<file path="src/rtl/disp_scan_pkg.sv">
// Shared constants and types for the multiplexed 4-digit display scanner.
package disp_scan_pkg;

  localparam int unsigned NUM_DIGITS = 4;
  localparam logic [NUM_DIGITS-1:0] AN_OFF = 4'b1111;

  typedef logic [1:0] digit_idx_t;

  // Active-low one-hot anode select for a digit slot.
  function automatic logic [NUM_DIGITS-1:0] an_select(input digit_idx_t idx);
    return ~(4'b0001 << idx);
  endfunction

endpackage

</file>
<file path="src/rtl/disp_scan_tick.sv">
// Digit-slot prescaler: cnt runs 0..CLK_DIV-1, tick marks the last cycle of a slot.
module disp_scan_tick #(
  parameter int unsigned CLK_DIV = 4
) (
  input  logic        clk,
  input  logic        rst_n,
  output logic [15:0] cnt_o,
  output logic        tick_o
);

  logic [15:0] cnt_q, cnt_d;

  assign tick_o = (cnt_q == 16'(CLK_DIV - 1));
  assign cnt_d  = tick_o ? '0 : cnt_q + 16'd1;
  assign cnt_o  = cnt_q;

  always_ff @(posedge clk or negedge rst_n) begin
    if (!rst_n) cnt_q <= '0;
    else        cnt_q <= cnt_d;
  end

endmodule

</file>
<file path="src/rtl/disp_scan_ctrl.sv">
// Time-multiplexed 4-digit display scanner with frame-synchronous update handshake.
// Optional macro DISP_ZERO_SUPPRESS_EN enables leading-zero suppression of digits 3..1.
module disp_scan_ctrl
  import disp_scan_pkg::*;
#(
  parameter int unsigned CLK_DIV = 4
) (
  input  logic        clk,
  input  logic        rst_n,
  input  logic [15:0] data_in,
  input  logic [3:0]  point_in,
  input  logic [3:0]  blank_in,
  input  logic        load,
  output logic        busy,
  output logic [3:0]  hex_out,
  output logic        point_out,
  output logic        le_out,
  output logic [3:0]  an,
  output logic        frame_done
);

  logic [15:0] cnt;
  logic        tick;
  logic        wrap;

  digit_idx_t  idx_q, idx_d;
  logic [15:0] pend_data_q, pend_data_d, shad_data_q, shad_data_d;
  logic [3:0]  pend_point_q, pend_point_d, shad_point_q, shad_point_d;
  logic [3:0]  pend_blank_q, pend_blank_d, shad_blank_q, shad_blank_d;
  logic        busy_q, busy_d;
  logic [3:0]  an_q, an_d, hex_q, hex_d;
  logic        pt_q, pt_d, le_q, le_d, fd_q, fd_d;
  logic [3:0]  blank_eff;

  disp_scan_tick #(.CLK_DIV(CLK_DIV)) u_tick (
    .clk   (clk),
    .rst_n (rst_n),
    .cnt_o (cnt),
    .tick_o(tick)
  );

  assign wrap = tick && (idx_q == 2'd3);

`ifdef DISP_ZERO_SUPPRESS_EN
  logic [3:0] suppress;
  logic       zero_run;

  // A digit is suppressed only while it and every digit above it are zero with no point.
  always_comb begin
    suppress = '0;
    zero_run = 1'b1;
    for (int unsigned i = NUM_DIGITS - 1; i >= 1; i--) begin
      zero_run    = zero_run & (shad_data_q[4*i +: 4] == 4'h0) & ~shad_point_q[i];
      suppress[i] = zero_run;
    end
    blank_eff = shad_blank_q | suppress;
  end
`else
  assign blank_eff = shad_blank_q;
`endif

  always_comb begin
    idx_d        = tick ? idx_q + 2'd1 : idx_q;
    pend_data_d  = pend_data_q;
    pend_point_d = pend_point_q;
    pend_blank_d = pend_blank_q;
    shad_data_d  = shad_data_q;
    shad_point_d = shad_point_q;
    shad_blank_d = shad_blank_q;
    busy_d       = busy_q;

    // Transfer decision uses the pre-edge busy, so a load landing on the wrap
    // edge with busy=0 is captured and held for the next frame.
    if (wrap && busy_q) begin
      shad_data_d  = pend_data_q;
      shad_point_d = pend_point_q;
      shad_blank_d = pend_blank_q;
      busy_d       = 1'b0;
    end
    if (load && !busy_q) begin
      pend_data_d  = data_in;
      pend_point_d = point_in;
      pend_blank_d = blank_in;
      busy_d       = 1'b1;
    end

    an_d  = (cnt == 16'd0) ? AN_OFF : an_select(idx_q);
    hex_d = shad_data_q[{idx_q, 2'b00} +: 4];
    pt_d  = shad_point_q[idx_q];
    le_d  = (cnt == 16'd0) | blank_eff[idx_q];
    fd_d  = wrap;
  end

  always_ff @(posedge clk or negedge rst_n) begin
    if (!rst_n) begin
      idx_q        <= '0;
      pend_data_q  <= '0;
      pend_point_q <= '0;
      pend_blank_q <= '0;
      shad_data_q  <= '0;
      shad_point_q <= '0;
      shad_blank_q <= '0;
      busy_q       <= 1'b0;
      an_q         <= AN_OFF;
      hex_q        <= '0;
      pt_q         <= 1'b0;
      le_q         <= 1'b1;
      fd_q         <= 1'b0;
    end else begin
      idx_q        <= idx_d;
      pend_data_q  <= pend_data_d;
      pend_point_q <= pend_point_d;
      pend_blank_q <= pend_blank_d;
      shad_data_q  <= shad_data_d;
      shad_point_q <= shad_point_d;
      shad_blank_q <= shad_blank_d;
      busy_q       <= busy_d;
      an_q         <= an_d;
      hex_q        <= hex_d;
      pt_q         <= pt_d;
      le_q         <= le_d;
      fd_q         <= fd_d;
    end
  end

  assign busy       = busy_q;
  assign an         = an_q;
  assign hex_out    = hex_q;
  assign point_out  = pt_q;
  assign le_out     = le_q;
  assign frame_done = fd_q;

endmodule

</file>
<file path="config.mk">
export PLATFORM = sky130hd
export DESIGN_NAME = disp_scan_ctrl
export DESIGN_NICKNAME = d
export VERILOG_FILES = /design/src/rtl/disp_scan_pkg.sv /design/src/rtl/disp_scan_tick.sv /design/src/rtl/disp_scan_ctrl.sv
export SDC_FILE = /design/constraint.sdc
export NUM_CORES = 1
export LEC_CHECK = 0
export ABC_AREA = 0
export BUFFER_PORTS_ARGS = -buffer_cell sky130_fd_sc_hd__buf_2
export CAP_MARGIN = 20
export CORE_UTILIZATION = 52
export DETAILED_ROUTE_END_ITERATION = 12
export GPL_TIMING_DRIVEN = 0
export PLACE_DENSITY_LB_ADDON = 0.15
export SYNTH_ARGS = -nofsm -noshare
export SYNTH_HDL_FRONTEND = slang
export SYNTH_SLANG_ARGS = --single-unit
</file>
<file path="constraint.sdc">
create_clock -name clk -period 1.7 [get_ports clk]
set_input_delay 0.255 -clock clk [delete_from_list [all_inputs] [get_ports clk]]
set_output_delay 0.255 -clock clk [all_outputs]
set_load 0.005 [all_outputs]
</file>
### Word level (Yosys, flattened, before mapping)

Cells that the tools add are included.

* equal/unequal tests: 2
* multiplexer cells: 8
* reductions and logical operators: 6
* $mul: 0
* bitwise gates (word level): 2
* shifts and indexed selects: 2
* add/subtract/negate cells: 2
* div/mod/pow operators: 0
* order comparisons: 1

Operators with widths (count)
* $add A16 B1 Y16 const B: 1
* $eq A16 B2 Y1 const B: 1
* $logic_not A16 Y1: 1
* $mux W16: 1
* $shiftx A16 B5 Y4: 1
* $bmux W1 S2: 2
* $mux W1: 4
* $mux W4: 1
* $not A4 Y4: 1
* $shl A1 B2 Y4 const A: 1
* $logic_and A1 B1 Y1: 3
* $lt A2 B3 Y1 const B: 1
* $add A2 B1 Y2 const B: 1
* $eq A2 B2 Y1 const B: 1
* $reduce_bool A2 Y1: 1
* $logic_not A1 Y1: 1
* $or A1 B1 Y1: 1

* input bits: 27
* register bits: 78
* RAM bits: 0
* bits in latches: 0
* ROM bits: 0
* memories: 0
* output and inout bits: 12

### Depth between registers and ports, before layout

Gate-level depths: netlist of run 1.

* depth in word-level cells: 5
* depth in mapped cells: 6

### Hierarchy

A second synthesis of run 1 with hierarchy kept.

* cells, all modules: 210
* area, all modules: 3194.3 um^2

Modules (own cells, without submodules)
* disp_scan_ctrl: seq. area each 1557.7 um^2, cells each 149, area each 2479.9 um^2, instances 1
* disp_scan_tick: seq. area each 400.4 um^2, cells each 61, area each 714.4 um^2, instances 1

### Least setup slack after synthesis of run 1

Ideal clock, no wire load.

* path type: register to register
* start: register u_tick.cnt_q[7], in the netlist u_tick.cnt_o[7]
* end: register shad_blank_q[2], in the netlist blank_eff[2]
* required time: 1.575 ns
* path slack: -0.132 ns
* data arrival time: 1.707 ns
* setup time: 0.125 ns
* stages on the path, launching flop included: 7
* clock period less this slack: 1.832 ns
* cell sequence: dfrtp_1 nor4_2 and4_4 and4_4 buf_8 buf_12 mux2_4

* longest elaborated chain between the ends: 3

RTL lines
* start: declaration: RTL line disp_scan_tick.sv:11 `logic [15:0] cnt_q, cnt_d;`
* start signal: assignment: RTL line disp_scan_tick.sv:19 `else cnt_q <= cnt_d;`
* $eq A16 B2 Y1: RTL line disp_scan_tick.sv:13 `assign tick_o = (cnt_q == 16'(CLK_DIV - 1));`
* $logic_and A1 B1 Y1: RTL line disp_scan_ctrl.sv:42 `assign wrap = tick && (idx_q == 2'd3);`
* $logic_and A1 B1 Y1: RTL line disp_scan_ctrl.sv:74 `if (wrap && busy_q) begin`
* end signal: assignment: RTL line disp_scan_ctrl.sv:116 `shad_blank_q <= shad_blank_d;`
* end: declaration: RTL line disp_scan_ctrl.sv:29 `logic [3:0] pend_blank_q, pend_blank_d, shad_blank_q, shad_blank_d;`

No other way between the ends.
A chain may end at the register's enable or synchronous reset.

### Worst setup path after layout of run 1

* start: register u_tick.cnt_q[14], in the netlist u_tick.cnt_o[14]
* end: register shad_data_q[5]

* longest elaborated chain between the ends: 3

RTL lines
* $eq A16 B2 Y1: RTL line disp_scan_tick.sv:13
* $logic_and A1 B1 Y1: RTL line disp_scan_ctrl.sv:42
* $logic_and A1 B1 Y1: RTL line disp_scan_ctrl.sv:74
* end signal: assignment: RTL line disp_scan_ctrl.sv:114 `shad_data_q <= shad_data_d;`
* end: declaration: RTL line disp_scan_ctrl.sv:27 `logic [15:0] pend_data_q, pend_data_d, shad_data_q, shad_data_d;`

No other way between the ends.

==> results of run 1 <==
-- registers in the layout, summed over array words and instances, names as in the netlist, 4 cells and up --
register / cells
pend_data_q: 16
shad_data_q: 16
u_tick.cnt_o: 16
an: 4
blank_eff: 4
hex_out: 4
pend_blank_q: 4
pend_point_q: 4
shad_point_q: 4
-- synthesized netlist by cell type --
cell,n,area [sq um]
a21oi_1,1,5.00
and2_1,1,6.26
and3_2,1,7.51
and4_1,1,8.76
and4_2,1,10.0
and4_4,2,22.5
buf_12,2,40.0
buf_8,1,15.0
clkbuf_1,5,18.8
dfrtp_1,73,1830
dfstp_2,5,131
ha_1,6,75.1
inv_1,6,22.5
mux2_2,30,338
mux2_4,19,285
mux4_2,6,135
nand2_1,14,52.6
nand2b_1,1,6.26
nand3_1,3,15.0
nand4_1,2,12.5
nor2_1,7,26.3
nor2b_1,1,6.26
nor3_1,2,10.0
nor4_1,2,12.5
nor4_2,2,25.0
o21ai_0,1,5.00
or3b_2,1,8.76
xnor2_1,8,70.1
xor2_1,6,52.6
-- power groups by stage --
| stage | logic (mW) | registers [mW] | clock network (mW) |
|---|---|---|---|
| floorplan | 0.240 | 2.14 | 0 |
| global placement | 0.340 | 2.17 | 0 |
| detailed placement | 0.358 | 2.17 | 0 |
| CTS | 0.370 | 2.14 | 1.18 |
| global route | 0.401 | 2.16 | 1.26 |
| finish | 0.363 | 2.13 | 1.15 |
-- area by class of cell --
cell class	instances	area (sq um)
Clock buffer	12	145
Sequential cell	78	1960
Tap cell	75	93.8
Clock inverter	2	10.0
Buffer	7	66.3
Inverter	6	22.5
Multi-Input combinational cell	118	1220
Fill cell	463	2170
Timing Repair Buffer	48	303
-- how the worst min path moves through the flow --
stage	start	end	depth (start not counted)
floorplan	rst_n	blank_eff[0]	0
global placement	u_tick.cnt_o[15]	u_tick.cnt_o[15]	1
detailed placement	rst_n	idx_q[0]	1
CTS	data_in[0]	pend_data_q[0]	2
global route	data_in[0]	pend_data_q[0]	2
finish	point_in[0]	pend_point_q[0]	2
-- routing by layer --
layer,vias to the layer above,share of wire
li1,840,-
met1,917,0.48
met2,22,0.49
met3,6,0.024
met4,0,0.011
met5,-,0
-- stage by stage --
stage | setup slack [ps] | cells | hold WS (ps) | setup TNS [ps]
final | -154 | 346 | 151 | -3200
after global placement | -280 | 323 | 480 | -21130
after global routing | -205 | 346 | 132 | -4470
after CTS | -198 | 346 | 138 | -4240
after detailed placement | -306 | 324 | 211 | -10370
after floorplan | -116 | 210 | -40.6 | -2220
-- critical path, delay by kind of cell, from the launching register on --
kind | cells | cell delay, ps
flip-flops | 1 | 400
buffers and inverters | 1 | 170
multiplexers | 1 | 300
AND/OR/NAND/NOR | 3 | 850
-- what timing repair did --
action                     4_1_cts  5_1_grt
pin swaps                        2        2
setup buffers                    7        1
hold buffers                     1        0
hold endpoints to repair        25        0
cloned                           0        0
resized for setup                8        6
setup endpoints to repair       47       48
-- logic make-up after synthesis --
| family | after synthesis |
|---|---|
| AO/OA/AOI/OAI | 2 |
| XOR/XNOR | 14 |
| buffers and inverters | 14 |
| AND/OR/NAND/NOR | 41 |
| flip-flops | 78 |
| multiplexers | 55 |
| adder cells (fa/ha/maj) | 6 |
==> results.cfg, run 1 <==
[status]
status = finished with violations
failed_checks = negative setup slack

[sta]
finClkSkew_ps = 10.8
min_period_ps = 1850
finalCritPeriodShare = 1.09
rsz0062_at_grt = true
tightest_slew_ps = 516
slew_headroom = 0.656
setup_ws_ps = -154
max_freq_mhz = 540
finalMaxSlewViolations = 0
finalSetupViolCount = 24
timing.final.hold_violations = 0

[synth]
yosysWarnings = 0
synth-seq-cells = 78
synthMuxAreaShare = 0.233
synth_fa_ha_area_frac = 0.0231
synth-xor-area-share = 0.0377
syn_area_sq_um = 3250
synth_compound_area_frac = 0.00308
synth-seq-area-share = 0.602
syn-num-nets = 243
synth.distinct_cells = 29
synth_top_family_by_area = multiplexers
synth-simple-area-share = 0.0708
synth.avg_cell_area_sq_um = 15.5
synthCells = 210

[worst_setup_path]
worstReg2RegStart = u_tick.cnt_o[14]
crit_chain = nor4_2 -> and4_4 -> and4_4 -> buf_12 -> mux2_4
path_max_fanout = 10
max_stage_delay_ps = 400
crit_end = shad_data_q[5]
crit_arrival_ps = 2060
reg2reg_slack_ps = -150
slowest_stage = dfrtp_1
endpoint_kind = flip-flop
crit_type = reg2reg
crit_required_ps = 1910
ff2ff_path_depth = 5
crit_start = u_tick.cnt_o[14]
startpoint_type = flip-flop
worst_path_most_repeated_cell = and4_4
worst_r2r_endpoint = shad_data_q[5]

[detailed_routing]
ant_nets = 0
drt_wl_total_mm = 5.17
routedWlPerCell_microns = 14.9
avgViaCountPerCell = 5.16
vias = 1785
drt-pass1-iter-count = 4
drc_errors = 0
drt_iter0_markers = 70

[global_route]
use_met2 = 0.287
busiest_layer = met2
grt_max_degree = 50
antenna_found_initial = 0
grt.total_usage = 0.180
grt_pass1_wl_mm = 8.56
grt_use_met1 = 0.234
grt_pass1_vias = 1830
overflow = 0
use_met3 = 0.0404

[clock_tree]
clockBufferDepth = 2
insertion_delay_ps = 330
cts_root_buf = clkbuf_8
cts_sinks = 78
cts_buffers = 9
cts_htree_levels = 3
clk_pin_slew_ps = 80
cts_tree = done

[power_and_ir_drop]
finalPower_mw = 3.65
p_int_mw = 2.84
power_density_nw_per_um2 = 954
swShare = 0.220
p_comb_frac = 0.100
p_seq_frac = 0.584
clkPwrFrac = 0.316
p_switching_uw = 804
ir_drop_v = 0.000590
p_leak_nw = 1.75

[placement]
placed_cell_area_sq_um = 3560
routabilityCongestion = 0.757
place_hpwl_mm = 3.42
port_buffers = 38

[layout]
finalNetCount = 301
drive_gt1_frac = 0.498
final_common_cell = dfrtp_1
final_cell_mix = dfrtp_1 (73), buf_2 (37), mux2_2 (26)
fin_util = 0.638
n_antenna_cell = 0
syn2layout_area_growth_pct = 17.6
final_cell_area_sq_um = 3820

[floorplan]
start_util = 0.543
core.rowCount = 28
ioPinCount = 39
die_x_microns = 81.1
fp.dieH_microns = 81.1
core_sq_um = 5990
dieArea_sq_um = 6570

[flow_run]
drv_cap = 0

[min_path]
hold_path_class = in2reg
Note: power is estimated with default switching activity, not from simulation.
==> run 2, diff against run 1 <==
Settings changed: GPL_TIMING_DRIVEN 0 to not set.
==> results.cfg, run 2 (same netlist as run 1, synthesis figures left out) <==
[detailed_routing]
vias = 1793
drc_errors = 0
drt-pass1-iter-count = 4
avgViaCountPerCell = 5.04
drt_iter0_markers = 81
ant_nets = 0
routedWlPerCell_microns = 14.9
drt_wl_total_mm = 5.29

[layout]
drive_gt1_frac = 0.509
fillers = 438
n_antenna_cell = 0
final_common_cell = dfrtp_1
final_cell_mix = dfrtp_1 (73), buf_2 (37), mux2_2 (25)
final_cell_area_sq_um = 3900
finalNetCount = 310
syn2layout_area_growth_pct = 20.1

[floorplan]
ioPinCount = 39
core.rowCount = 28
dieArea_sq_um = 6570
fp.dieH_microns = 81.1
die_x_microns = 81.1
core_sq_um = 5990
start_util = 0.543

[clock_tree]
clockBufferDepth = 2
cts_root_buf = clkbuf_8
cts_buffers = 9
insertion_delay_ps = 340
clk_pin_slew_ps = 70
cts_tree = done
cts_sinks = 78
cts_htree_levels = 3

[worst_setup_path]
max_stage_delay_ps = 390
crit_arrival_ps = 2040
crit_required_ps = 1920
path_max_fanout = 13
endpoint_kind = flip-flop
worst_path_most_repeated_cell = and4_4
crit_type = reg2reg
reg2reg_slack_ps = -120
worst_r2r_endpoint = shad_data_q[15]
startpoint_type = flip-flop
slowest_stage = dfrtp_1
crit_chain = nor4_2 -> and4_4 -> and4_4 -> buf_12 -> mux2_4
crit_start = u_tick.cnt_o[15]
worstReg2RegStart = u_tick.cnt_o[15]
ff2ff_path_depth = 5

[global_route]
overflow = 0
antenna_found_initial = 0
grt_pass1_wl_mm = 8.58
grt_pass1_vias = 1767
grt_max_degree = 47
grt.total_usage = 0.182

[placement]
placed_cell_area_sq_um = 3700
place_hpwl_mm = 3.65
routabilityCongestion = 0.698
port_buffers = 38

[sta]
rsz0062_at_grt = true
finalSetupViolCount = 24
timing.final.hold_violations = 0
setup_ws_ps = -124
hold_slack_ps = 149
finalMaxSlewViolations = 0
slew_headroom = 0.759
min_period_ps = 1820
max_freq_mhz = 548
finalCritPeriodShare = 1.07
finClkSkew_ps = 9.09
tightest_slew_ps = 362

[status]
failed_checks = negative setup slack
status = finished with violations

[min_path]
hold_start = data_in[13]
hold-path-endpoint = pend_data_q[13]
hold_path_class = in2reg
min_path_cells = 2

[power_and_ir_drop]
p_leak_nw = 1.81
power_density_nw_per_um2 = 954
ir_drop_v = 0.000656

[flow_run]
drv_cap = 0
## run 2: changes by cell type in the layout (fill, tap and decap cells not counted), sizes merged
cell / previous run / this run
buf: 49 / 63
clkbuf: 17 / 14
clkinv: 2 / 1
## run 2: worst max-delay path by stage
stage          depth (start not counted)         endpoint  slack (ps)
6_report                               5  shad_data_q[15]        -120
5_1_grt                                5   shad_data_q[3]        -180
4_1_cts                                5     blank_eff[1]        -140
3_5_place_dp                           5  shad_data_q[15]        -130
3_3_place_gp                           5  shad_data_q[15]        -120
2_1_floorplan                          6     blank_eff[2]        -120
## run 2: area by class of cell
class,count,area (sq um),area share
tap,75,93.8,0.0240
sequential,78,1960,0.502
clock inverter,1,5.00,0.00128
clock buffer,14,163,0.0417
timing repair buffer,64,444,0.114
multi-input combinational,118,1220,0.312
inverter,6,22.5,0.00577
## run 2: power breakdown
part / switching, mW / total, mW / internal (mW)
clock network: 0.611 / 1.21 / 0.603
logic: 0.115 / 0.371 / 0.256
registers: 0.0982 / 2.14 / 2.04
total: 0.824 / 3.72 / 2.90
## run 2: layer usage
layer,GRT usage,part of all wire,vias to the layer above
met3,0.0539,0.026,7
li1,-,-,860
met1,0.252,0.49,898
met5,0,0,-
met4,0.0643,0.0076,0
met2,0.272,0.47,28
## run 2: what timing repair did
item                       4_1_cts  5_1_grt
setup buffers                    1        0
setup endpoints to repair       24       24
hold buffers                     1        0
gates resized for setup          2        4
hold endpoints to repair        59        0
## run 2: critical path: cells and delay by family (launching register included)
kind	cells	cell delay, ps
buffers and inverters	1	170
DFF	1	390
muxes	1	310
and+or+nand+nor	3	840
## run 2: stage by stage
step	setup WS (ps)	cells	setup TNS [ps]	power, mW	utilization
final	-124	356	-2290	3.72	0.652
after global routing	-181	356	-3550	3.88	0.652
after CTS	-140	356	-2540	3.77	0.649
after detailed placement	-130	339	-2190	2.54	0.617
after global placement	-117	339	-1830	2.52	0.617
after floorplan	-116	210	-2220	2.38	-
==> run 3, diff against run 2 <==
Settings changed: SKIP_CTS_REPAIR_TIMING set to 1.
==> results.cfg, run 3 (same netlist as run 1, synthesis figures left out) <==
[floorplan]
start_util = 0.543
core_sq_um = 5990
die_x_microns = 81.1
core.rowCount = 28
dieArea_sq_um = 6570
fp.dieH_microns = 81.1
ioPinCount = 39

[layout]
drive_gt1_frac = 0.511
final_cell_mix = dfrtp_1 (73), buf_2 (37), mux2_2 (25)
final_cell_area_sq_um = 3930
finalNetCount = 311
final_common_cell = dfrtp_1
n_antenna_cell = 0
fin_util = 0.656
syn2layout_area_growth_pct = 20.9

[flow_run]
drv_cap = 0

[sta]
final.setup.tns_ps = -2750
timing.final.hold_violations = 0
slew_headroom = 0.759
finalCritPeriodShare = 1.08
max_freq_mhz = 545
rsz0062_at_grt = true
finalMaxSlewViolations = 0
finClkSkew_ps = 8.85
setup_ws_ps = -136
tightest_slew_ps = 361
finalSetupViolCount = 24
min_period_ps = 1840

[worst_setup_path]
crit_type = reg2reg
crit_start = u_tick.cnt_o[15]
worst_r2r_endpoint = shad_data_q[9]
crit_arrival_ps = 2060
startpoint_type = flip-flop
worstReg2RegStart = u_tick.cnt_o[15]
slowest_stage = dfrtp_1
ff2ff_path_depth = 5
endpoint_kind = flip-flop
crit_chain = nor4_2 -> and4_4 -> and4_4 -> clkbuf_16 -> mux2_4
crit_end = shad_data_q[9]
reg2reg_slack_ps = -140
max_stage_delay_ps = 390
path_max_fanout = 6
crit_required_ps = 1920
worst_path_most_repeated_cell = and4_4

[min_path]
hold_path_class = in2reg

[placement]
placed_cell_area_sq_um = 3700
port_buffers = 38
pre_cts_ws_ps = -130
place_hpwl_mm = 3.65
routabilityCongestion = 0.698

[clock_tree]
clk_pin_slew_ps = 70
cts_tree = done
cts_sinks = 78
cts_htree_levels = 3
clockBufferDepth = 2
insertion_delay_ps = 340
cts_buffers = 9
cts_root_buf = clkbuf_8

[global_route]
grt_pass1_vias = 1760
use_met2 = 0.268
busiest_layer = met2
grt.total_usage = 0.180
antenna_found_initial = 0
grt_max_degree = 47
grt_use_met1 = 0.251
grt_pass1_wl_mm = 8.51
overflow = 0
use_met3 = 0.0539

[detailed_routing]
avgViaCountPerCell = 5.00
drt_iter0_markers = 84
ant_nets = 0
drt-pass1-iter-count = 4
drc_errors = 0
drt_wl_total_mm = 5.33
routedWlPerCell_microns = 14.9
vias = 1786

[status]
failed_checks = negative setup slack
status = finished with violations

[power_and_ir_drop]
power_density_nw_per_um2 = 947
p_leak_nw = 1.82
ir_drop_v = 0.000656
run 3: cell count changes in the layout (fill, tap and decap cells not counted):
cell | previous run | this run
clkbuf_16 | 0 | 1
run 3: final cells by class:
type,count,area (sq um)
Fill cell,433,2060
Inverter,6,22.5
Clock buffer,14,163
Tap cell,75,93.8
Multi-Input combinational cell,118,1220
Timing Repair Buffer,65,469
Sequential cell,78,1960
Clock inverter,1,5.00
run 3: per-stage QoR:
stage,total power [mW],hold WS (ps),std cells
floorplan,2.38,-40.6,210
global placement,2.52,255,339
detailed placement,2.54,257,339
CTS,3.76,-118,354
global route,3.89,130,357
finish,3.72,149,357
run 3: worst min path at each step:
stage	from	slack [ps]	cells past startpoint	end
6_report	blank_in[0]	150	2	pend_blank_q[0]
5_1_grt	data_in[3]	130	2	pend_data_q[3]
4_1_cts	rst_n	-120	1	an[1]
3_5_place_dp	rst_n	260	1	an[1]
3_3_place_gp	rst_n	250	1	an[1]
2_1_floorplan	rst_n	-40	0	blank_eff[0]
run 3: layer usage:
metal | wire, microns | share of wire
met3 | 139 | 0.026
met4 | 40 | 0.0075
met2 | 2530 | 0.47
met5 | 0 | 0
met1 | 2620 | 0.49
run 3: power by group:
group          internal, mW  switching [mW]
Clock                 0.603           0.609
Sequential             2.04          0.0978
Combinational         0.256           0.115
run 3: worst max-delay path: cells and delay by family, from the launching register on:
| family | cells | cell delay, ps |
|---|---|---|
| buffers and inverters | 1 | 180 |
| flip-flops | 1 | 390 |
| multiplexers | 1 | 300 |
| AND/OR/NAND/NOR | 3 | 860 |
